===== config.mk =====
export PLATFORM = sky130hd
export DESIGN_NAME = muldiv_ctrl
export DESIGN_NICKNAME = d
export VERILOG_FILES = /design/src/rtl/muldiv_ctrl.sv
export SDC_FILE = /design/constraint.sdc
export NUM_CORES = 1
export LEC_CHECK = 0
export BUFFER_PORTS_ARGS = -buffer_cell sky130_fd_sc_hd__buf_2
export CORE_AREA = 2 2 130 132
export DETAILED_ROUTE_END_ITERATION = 12
export DIE_AREA = 0 0 132 134
export HOLD_SLACK_MARGIN = 0.05
export PLACE_DENSITY_LB_ADDON = 0.15
export SYNTH_ARGS = -nofsm -noshare
export SYNTH_HDL_FRONTEND = slang
export SYNTH_SLANG_ARGS = --single-unit

===== constraint.sdc =====
create_clock -name clk -period 10.1 [get_ports clk]
set_input_delay 1.01 -clock clk [delete_from_list [all_inputs] [get_ports clk]]
set_output_delay 1.01 -clock clk [all_outputs]
set_load 0.01 [all_outputs]

===== src/rtl/muldiv_ctrl.sv =====
// Sequencer for the multi-cycle multiply/divide units: latches operands, holds the
// selected unit's init line for a fixed cycle count, then captures HI/LO.
module muldiv_ctrl #(
  parameter int MULT_CYCLES = 32,
  parameter int DIV_CYCLES  = 32,
  parameter int CNT_W       = 6
) (
  input  logic        clk,
  input  logic        reset,
  input  logic        op_start,
  input  logic        op_sel,
  input  logic        flush,
  input  logic [31:0] value_A,
  input  logic [31:0] value_B,
  output logic [31:0] op_a,
  output logic [31:0] op_b,
  output logic        mult_init,
  output logic        div_init,
  input  logic [31:0] mult_hi,
  input  logic [31:0] mult_lo,
  input  logic [31:0] div_hi,
  input  logic [31:0] div_lo,
  output logic        busy,
  output logic        done,
  output logic        div_zero,
  output logic [31:0] hi,
  output logic [31:0] lo,
  output logic [1:0]  state_dbg
);

  typedef enum logic [1:0] {IDLE = 2'd0, LOAD = 2'd1, RUN = 2'd2, DONE = 2'd3} state_t;

  state_t           state, state_nx;
  logic [CNT_W-1:0] cnt, cnt_nx;
  logic             is_div;
  logic             accept;
  logic             finish;
  logic             b_zero;

  assign b_zero = (value_B == 32'd0);

  // Handshake: op_start is sampled on every edge in IDLE/DONE (the only states
  // where busy is low); a request seen while busy is dropped, never queued.
  always_ff @(posedge clk or posedge reset) begin
    if (reset) begin
      state <= IDLE;
      cnt   <= '0;
    end else begin
      state <= state_nx;
      cnt   <= cnt_nx;
    end
  end

  always_comb begin
    state_nx = state;
    cnt_nx   = cnt;
    accept   = 1'b0;
    finish   = 1'b0;
    case (state)
      IDLE, DONE: begin
        if (flush) begin
          state_nx = IDLE;
        end else if (op_start) begin
          accept   = 1'b1;
          state_nx = (op_sel && b_zero) ? DONE : LOAD;
        end else begin
          state_nx = IDLE;
        end
      end
      LOAD: begin
        if (flush) begin
          state_nx = IDLE;
        end else begin
          cnt_nx   = is_div ? CNT_W'(DIV_CYCLES - 1) : CNT_W'(MULT_CYCLES - 1);
          state_nx = RUN;
        end
      end
      RUN: begin
        if (flush) begin
          state_nx = IDLE;
        end else if (cnt == '0) begin
          finish   = 1'b1;
          state_nx = DONE;
        end else begin
          cnt_nx = cnt - 1'b1;
        end
      end
      default: state_nx = IDLE;
    endcase
  end

  always_ff @(posedge clk or posedge reset) begin
    if (reset) begin
      op_a     <= '0;
      op_b     <= '0;
      is_div   <= 1'b0;
      div_zero <= 1'b0;
      hi       <= '0;
      lo       <= '0;
    end else begin
      if (accept) begin
        op_a     <= value_A;
        op_b     <= value_B;
        is_div   <= op_sel;
        div_zero <= op_sel && b_zero;
      end
      if (finish) begin
        hi <= is_div ? div_hi : mult_hi;
        lo <= is_div ? div_lo : mult_lo;
      end
    end
  end

  // Control outputs decode straight from the state register, so they cannot glitch.
  assign busy      = (state == LOAD) || (state == RUN);
  assign mult_init = busy && !is_div;
  assign div_init  = busy && is_div;
  assign done      = (state == DONE);
  assign state_dbg = state;

endmodule


==> results of run 1 <==
## synthesized netlist by cell type, drive strengths merged, types with 2 or more instances
cell type  instances  area, um^2
nand3              2        10.0
nor2              10        37.5
buf               13        87.6
or3                3        18.8
nand4              3        18.8
inv                8        30.0
clkbuf            26         101
nand2            261         980
o21ai             65         325
nor2b              3        18.8
nor4               9        56.3
ha                 5        62.6
o22ai              3        18.8
dfrtp            138        3450
nand2b             3        18.8
mux2i             64         641
a31oi              2        12.5
o211ai             2        15.0
## through the flow
| step | worst slack (ns) | cells |
|---|---|---|
| after floorplan | 5.39 | 636 |
| after CTS | 7.44 | 1184 |
| after global routing | 7.16 | 1184 |
| after global placement | 7.24 | 1153 |
| after detailed placement | 7.17 | 1153 |
| final | 7.45 | 1184 |
## cells by family after synthesis
family          after synthesis  share of synthesized area
simple gates                300                      0.200
flops                       138                      0.572
compound gates               82                     0.0758
mux                          64                      0.106
buf+inv                      47                     0.0363
fa+ha+maj                     5                     0.0104
## how the worst max path moves through the flow
stage / startpoint / end / slack, ns
global placement: flush / hi[13] / 7.24
floorplan: reset / cnt[0] / 5.39
detailed placement: flush / hi[26] / 7.17
CTS: state_dbg[0] / lo[20] / 7.44
finish: state_dbg[0] / lo[20] / 7.45
global route: state_dbg[0] / hi[13] / 7.16
## layout make-up
class | instances | area, um^2 | share of cell area
Sequential cell | 138 | 3460 | 0.404
Multi-Input combinational cell | 451 | 2380 | 0.278
Timing Repair Buffer | 336 | 1690 | 0.198
Clock buffer | 19 | 443 | 0.0518
Tap cell | 220 | 275 | 0.0322
Clock inverter | 12 | 269 | 0.0315
Inverter | 8 | 35.0 | 0.00410
## layout by cell type, fill, tap and decap left out, types with 7 or more instances in the layout
master / netlist / layout
o21ai_0: 45 / 45
nor2_1: 10 / 10
bufinv_16: 0 / 8
dfrtp_1: 138 / 137
o21ai_1: 20 / 20
mux2i_1: 64 / 64
clkbuf_16: 0 / 17
nor4_1: 9 / 9
nand2_1: 261 / 261
buf_2: 7 / 331
inv_1: 8 / 7
## per-layer routing
layer,up-vias,track usage
met2,221,0.319
met5,-,0
li1,2728,-
met3,28,0.0748
met1,2390,0.247
met4,2,0.0785
## power by group through the flow
stage / Sequential [mW] / Clock, mW / Combinational [mW]
after floorplan: 0.653 / 0 / 0.113
after global placement: 0.633 / 0 / 0.248
after detailed placement: 0.632 / 0 / 0.251
after CTS: 0.626 / 0.768 / 0.249
after global routing: 0.631 / 0.794 / 0.273
final: 0.625 / 0.750 / 0.244
## flip-flops by register name, summed over array words and instances, names as in the netlist
name,count
hi,32
lo,32
cnt,6
div_zero,1
op_a,32
op_b,32
is_div,1
state_dbg,2
## worst max-delay path: stages (launching register included)
cell	delay [ns]
dfrtp_1	0.43
inv_1	0.08
ha_1	0.50
nand2b_1	0.23
or3_4	0.52
buf_4	0.44
nand2_1	0.18
o21ai_0	0.09
==> impl_metrics.csv, run 1 <==
group,metric,value,unit
worst_setup_path,timing.rr.start,"state_dbg[0]",
cts,insertion_delay,0.42,ns
final_layout,area_growth,41.6,%
routing,dr_wl_met3,1590,um
sta,fin_skew,0.00768,ns
placed_design,io_buffers,331,
synth,synth.distinct_cells,38,
final_layout,final_core_util,0.525,
cts,post-cts-setup-buffer-count,0,
die,chipWidth,132,um
routing,wl_met1,7350,um
global_routing,first_global_vias,5206,
routing,vias,5369,
placed_design,gp_congestion,0.810,
final_layout,fill_cells,1564,
run_status,status,"finished clean",
global_routing,overflow,0,
power,sequentialPowerShare,0.386,
sta,worstMarginPinSlew,1.09,ns
routing,post_drt_wl_per_cell,14.8,um
worst_setup_path,critPathKind,"reg2reg",
routing,dr.pass1.iters,4,
routing,drc,0,
worst_setup_path,critPathMaxFanout,98,
worst_setup_path,r2r_end,"lo[20]",
sta,setup_viol,0,
synth,synth_edf_count,0,
final_layout,final_layout_size_suffix_gt1_frac,0.386,
power,p_int,1.23,mW
worst_setup_path,crit_required,10.36,ns
routing,drtAntennaViolNets,0,
cts,cts_resized,0,
sta,timing.final.crit_share,0.262,
synth,ys_seq_elements,138,
power,power,1.62,mW
synth,synth_ff_type,"dfrtp_1",
sta,tns,0,ns
routing,drt-total-wl,17600,um
routing,top_layer,"met5",
power,power_leakage,4.79,nW
power,vdd_drop_max,110,uV
routing,met2_length,8220,um
synth,synth_area,0.00604,mm^2
die,dieArea,0.0177,mm^2
placed_design,post_dp_cell_area,0.00784,mm^2
worst_setup_path,start_kind,"flip-flop",
cts,ctsHoldBuffers,0,
cts,cts-htree-levels,4,
global_routing,grt_pass1_wl,27500,um
worst_hold_path,hold_path_depth,2,
worst_setup_path,end_kind,"flip-flop",
sta,slew_headroom,0.276,
sta,whs,0.465,ns
worst_setup_path,rrSetupSlack,7.45,ns
sta,period_needed,2.65,ns
cts,numCtsBuffers,17,
power,pwr-share-clk,0.463,
die,initial_core_util,0.371,
power,cellPowerDensity,189,mW/mm^2
synth,ys_async_sr_fraction,1.00,
global_routing,grt_max_degree,99,
sta,fmax,378,MHz
synth,post_synth_inst_count,636,
worst_hold_path,holdPathEnd,"op_b[3]",
placed_design,dp_hpwl,13000,um
sta,hold_violations,0,
job,drv_cap,0,
die,chipHeight,134,um
final_layout,diodes,0,
worst_setup_path,ff2ff_path_depth,7,
cts,clkSlewWorstSetupHoldPaths,0.06,ns
worst_hold_path,hold_class,"reg2reg",
power,power.switching,0.391,mW
worst_hold_path,hp-start,"op_b[3]",
power,swShare,0.242,
cts,clkSinkCount,138,
synth,seq_area_frac_synth,0.572,
final_layout,nets,1154,
synth,synth-warning-count,0,
power,p_comb_frac,0.150,
sta,drv_slew,0,
die,pin_count,332,
routing,viasPerCell,4.53,
global_routing,antenna_found_initial,2,
die,rows,47,
synth,syn_nets,838,
worst_setup_path,crit_arrival,2.90,ns
routing,drtIter0Drc,178,
global_routing,grtUsageTotal,0.200,
cts,cts_tree,"done",
die,coreArea,0.0163,mm^2
cts,root_buffer,"clkbuf_16",
sta,rsz0062_at_grt,"false",
final_layout,stdcell_area,0.00855,mm^2
synth,syn_area_per_cell,9.50,um^2
cts,ctsLongestPathBuffers,2,
Note: power is estimated with default switching activity, not from simulation.
==> inputs of run 2 (changes only) <==
- clock period: 10.1 -> 2.2 ns (I/O delays scaled with it)
==> run 2 against run 1 <==
  * Combinational power grew to 5.0 times the previous value
  * Clock-buffer cell count fell by 2
  * Cell count is 6.3% higher
  * Fmax grew 26%
  * Clock skew down 0.00051 ns
  * Critical endpoint is now lo[14]
==> impl_metrics.csv, run 2 (same netlist as run 1, synthesis figures left out) <==
group,metric,value,unit
power,power_leakage,5.10,nW
sta,fin_skew,0.00717,ns
routing,drc,0,
die,coreArea,0.0163,mm^2
placed_design,gp_congestion,0.802,
sta,fmax,475,MHz
worst_setup_path,crit_family,"simple AND/OR/NAND/NOR gates",
die,initial_core_util,0.371,
die,dieArea,0.0177,mm^2
cts,clkSlewWorstSetupHoldPaths,0.06,ns
cts,post-cts-setup-buffer-count,0,
worst_setup_path,cp_num_cells,7,
run_status,status,"finished clean",
routing,viasPerCell,4.64,
power,vdd_drop_max,494,uV
worst_setup_path,start_kind,"flip-flop",
sta,timing.final.crit_share,0.957,
cts,numCtsBuffers,17,
sta,drv_slew,0,
placed_design,io_buffers,331,
power,cellPowerDensity,767,mW/mm^2
routing,top_layer,"met4",
routing,post_drt_wl_per_cell,15.3,um
worst_setup_path,critPathKind,"reg2reg",
sta,whs,0.0770,ns
final_layout,diodes,0,
sta,slew_headroom,0.691,
worst_setup_path,crit_chain,"inv_1, ha_1, or4b_4, or3_4, clkbuf_16, nand2_1, o21ai_0",
sta,setup_viol,0,
final_layout,final_common_cell,"buf_2",
global_routing,grt_max_degree,129,
worst_hold_path,hold_path_depth,3,
worst_hold_path,hold_class,"in2reg",
global_routing,grtUsageTotal,0.210,
routing,drtIter0Drc,209,
worst_setup_path,critPathMaxFanout,32,
die,chipHeight,134,um
routing,wl_met1,7920,um
routing,drtAntennaViolNets,0,
worst_setup_path,cp_slowest_stage_delay,0.48,ns
cts,ctsLongestPathBuffers,2,
routing,drt-total-wl,19300,um
die,chipWidth,132,um
job,drv_cap,0,
worst_setup_path,cp_slowest_cell,"or4b_4",
worst_setup_path,crit_arrival,2.39,ns
final_layout,mostFrequentLayoutCells,"331 x buf_2, 261 x nand2_1, 137 x dfrtp_1",
cts,root_buffer,"clkbuf_16",
routing,dr_wl_met3,1520,um
routing,met2_length,9460,um
worst_setup_path,end_kind,"flip-flop",
global_routing,grt_pass1_wl,29300,um
cts,insertion_delay,0.42,ns
sta,period_needed,2.11,ns
sta,hold_violations,0,
die,rows,47,
sta,tns,0,ns
placed_design,dp_hpwl,13100,um
final_layout,final_layout_size_suffix_gt1_frac,0.370,
sta,worstMarginPinSlew,0.463,ns
final_layout,nets,1229,
cts,cts-htree-levels,4,
routing,dr.pass1.iters,5,
final_layout,area_growth,54.3,%
global_routing,first_global_vias,5754,
cts,clkSinkCount,138,
global_routing,overflow,0,
worst_setup_path,ff2ff_path_depth,7,
die,pin_count,332,
worst_setup_path,critPathBufInv,2,
cts,cts_tree,"done",
global_routing,antenna_found_initial,0,
sta,rsz0062_at_grt,"false",
routing,vias,5847,
worst_setup_path,crit_required,2.49,ns
## run 2: changes by cell type in the layout (fill, tap and decap cells not counted), sizes merged
| cell | delta |
|---|---|
| clkinvlp | +4 |
| buf | +8 |
| clkinv | +1 |
| dlygate4sd3 | +65 |
| inv | +1 |
| bufinv | -4 |
## run 2: path summary, 6_finish.rpt
path	slack [ns]	to	startpoint
worst max-delay path	0.09	lo[14]	cnt[1]
worst min-delay path	0.08	hi[10]	mult_hi[10]
worst max register to register	0.09	lo[14]	cnt[1]
worst min register to register	0.47	op_b[25]	op_b[25]
max in group asynchronous	1.13	state_dbg[0]	reset
min in group asynchronous	0.34	op_a[28]	reset
## run 2: worst register-to-register path: stages, from the launching register on
cell,delay [ns]
dfrtp_1,0.39
inv_1,0.10
ha_1,0.15
or4b_4,0.48
or3_4,0.47
clkbuf_16,0.25
nand2_1,0.08
o21ai_0,0.08
## run 2: area by class of cell
class | count | area (um^2)
Tap cell | 220 | 275
Timing Repair Buffer | 411 | 2550
Multi-Input combinational cell | 451 | 2380
Inverter | 8 | 33.8
Fill cell | 1435 | 6970
Sequential cell | 138 | 3460
Clock buffer | 17 | 425
Clock inverter | 14 | 198
## run 2: timing repair
item	4_1_cts	5_1_grt
hold endpoints to repair	79	0
resized for setup	0	4
hold buffers	65	0
setup endpoints to repair	0	56
## run 2: per-stage QoR
stage / utilization / cell area (um^2) / power, mW / instances / worst slack (ns)
CTS: 0.568 / 9250 / 7.21 / 1256 / 0.0271
detailed placement: 0.490 / 7980 / 4.09 / 1160 / 0.0634
global placement: 0.490 / 7980 / 4.08 / 1160 / 0.127
finish: 0.572 / 9320 / 7.15 / 1259 / 0.0946
floorplan: - / 6040 / 3.52 / 636 / 0.156
global route: 0.572 / 9320 / 7.48 / 1259 / 0.00693
## run 2: metal layers
metal	track usage	up-vias
met5	0	-
met4	0.0755	0
met3	0.0707	26
met2	0.354	232
met1	0.250	2711
li1	-	2878
## run 2: report_power, final
| part | total, mW | switching (mW) | internal [mW] | leakage (nW) |
|---|---|---|---|---|
| registers | 2.91 | 0.158 | 2.75 | 1.80 |
| logic | 1.23 | 0.623 | 0.608 | 3.02 |
| clock network | 3.01 | 1.11 | 1.90 | 0.288 |
| total | 7.15 | 1.89 | 5.26 | 5.10 |
==> inputs of run 3 (changes only) <==
- CORE_AREA: 2 2 130 132 -> not set
- CORE_MARGIN: not set -> 2
- CORE_UTILIZATION: not set -> 39
- DIE_AREA: 0 0 132 134 -> not set
- clock period: 2.2 -> 1.9 ns (I/O delays scaled with it)
==> run 3 against run 2 <==
  * The flow now finishes with violations (negative setup slack)
  * Die area down 6.7%
  * Critical path depth unchanged
  * Register-to-register slack worse by 0.21 ns
  * Worst hold slack worse by 0.033 ns
  * Cell count up 1.7%
  * First-iteration DRC count up 45%
  * Non-clock buffer count up 51
  * Utilization up 7.7 points
  * Combinational power up 28%
  * Global-route usage up 3.0 points
==> impl_metrics.csv, run 3 (same netlist as run 1, synthesis figures left out) <==
group,metric,value,unit
sta,tns,-5.46,ns
global_routing,overflow,0,
global_routing,first_global_vias,6029,
routing,vias,6097,
power,swShare,0.265,
sta,setup_viol,65,
cts,clkSinkCount,138,
worst_setup_path,end_kind,"flip-flop",
sta,slew_headroom,0.693,
sta,fmax,495,MHz
power,pwr-share-clk,0.421,
cts,clkSlewWorstSetupHoldPaths,0.06,ns
worst_setup_path,critPathKind,"reg2reg",
final_layout,nets,1280,
routing,drc,0,
die,dieArea,0.0165,mm^2
placed_design,gp_congestion,0.800,
power,vdd_drop_max,618,uV
final_layout,stdcell_area,0.00983,mm^2
worst_setup_path,critPathMaxFanout,25,
final_layout,final_layout_size_suffix_gt1_frac,0.370,
final_layout,area_growth,62.8,%
placed_design,place_ws,-0.0887,ns
worst_setup_path,cp_slowest_cell,"or4b_4",
power,cellPowerDensity,867,mW/mm^2
final_layout,final_cells,1280,
routing,post_drt_wl_per_cell,15.7,um
worst_setup_path,crit_family,"simple AND/OR/NAND/NOR gates",
placed_design,post_dp_cell_area,0.00805,mm^2
sta,drv_slew,0,
routing,drtAntennaViolNets,0,
sta,fin_skew,0.00676,ns
worst_setup_path,crit_required,2.20,ns
sta,whs,0.0439,ns
cts,cts-htree-levels,4,
cts,root_buffer,"clkbuf_16",
cts,ctsLongestPathBuffers,2,
run_status,status,"finished, violations left",
sta,hold_violations,0,
die,pin_count,332,
final_layout,final_core_util,0.649,
placed_design,io_buffers,331,
run_status,violations,"negative setup slack",
placed_design,dp.cells,1140,
routing,drtIter0Drc,304,
worst_hold_path,hold_class,"in2reg",
routing,dr.pass1.iters,4,
placed_design,dp_hpwl,13400,um
power,power_leakage,5.35,nW
routing,viasPerCell,4.76,
global_routing,grtUsageTotal,0.240,
power,power.switching,2.26,mW
final_layout,final_common_cell,"buf_2",
final_layout,mostFrequentLayoutCells,"331 x buf_2, 259 x nand2_1, 137 x dfrtp_1",
sta,timing.final.crit_share,1.06,
job,drv_cap,0,
sta,rsz0062_at_grt,"true",
power,sequentialPowerShare,0.393,
cts,insertion_delay,0.42,ns
sta,period_needed,2.02,ns
die,coreArea,0.0151,mm^2
global_routing,grt_max_degree,82,
power,p_comb_frac,0.185,
worst_setup_path,start_kind,"flip-flop",
sta,worstMarginPinSlew,0.461,ns
die,chipHeight,128,um
die,rows,45,
die,chipWidth,128,um
worst_setup_path,crit_chain,"inv_2, ha_1, or4b_4, or3_4, clkbuf_16, nand2_1, o21ai_1",
cts,cts_tree,"done",
power,power,8.53,mW
cts,numCtsBuffers,17,
global_routing,grt_pass1_wl,30700,um
die,initial_core_util,0.399,
global_routing,antenna_found_initial,2,
routing,drt-total-wl,20100,um
power,p_int,6.27,mW
worst_setup_path,cp_slowest_stage_delay,0.48,ns
sta,setup_slack,-0.118,ns
worst_setup_path,crit_arrival,2.32,ns
worst_setup_path,critPathBufInv,2,
-- run 3: cell types whose count changed in the layout (fill, tap and decap cells not counted), moves of 3 or more --
cell and delta:
dlygate4sd3_1 +39, buf_12 +3, o21ai_1 +24, buf_4 +11, o21ai_0 -24
-- run 3: worst reg2reg max path: cells and delay by family (launching register included) --
family,cells,cell delay [ns]
compound gates,1,0.05
buf+inv,2,0.29
flops,1,0.38
simple gates,3,1.04
fa+ha+maj,1,0.13
-- run 3: worst paths after layout --
path | startpoint | endpoint | slack [ns] | depth (start not counted)
min in group asynchronous | reset | op_a[2] | 0.26 | 3
min reg2reg | op_b[8] | op_b[8] | 0.47 | 2
max | cnt[0] | lo[28] | -0.12 | 7
max reg2reg | cnt[0] | lo[28] | -0.12 | 7
max in group asynchronous | reset | lo[28] | 0.94 | 4
min | mult_lo[20] | lo[20] | 0.04 | 3
-- run 3: layout make-up --
class	count	area, um^2
Fill cell	1215	5320
Inverter	8	33.8
Clock buffer	19	453
Sequential cell	138	3460
Timing Repair Buffer	462	3050
Clock inverter	13	191
Tap cell	188	235
Antenna cell	1	2.50
Multi-Input combinational cell	451	2410
-- run 3: layer usage --
layer,GRT usage,wire length [um]
met1,0.286,8100
met2,0.402,9810
met3,0.0761,1640
met4,0.105,511
met5,0,12
-- run 3: power by group through the flow --
stage | Clock, mW | Sequential (mW) | Combinational (mW)
2_1_floorplan | 0 | 3.47 | 0.601
4_1_cts | 3.67 | 3.35 | 1.55
5_1_grt | 3.80 | 3.39 | 1.73
3_5_place_dp | 0 | 3.39 | 1.37
3_3_place_gp | 0 | 3.39 | 1.35
6_report | 3.59 | 3.35 | 1.58
-- run 3: what timing repair did --
item,4_1_cts,5_1_grt
endpoints found under the hold margin,153,2
endpoints found under the setup margin,65,78
gates cloned,0,2
resized for setup,5,30
hold buffers,102,2
buffers inserted,0,1
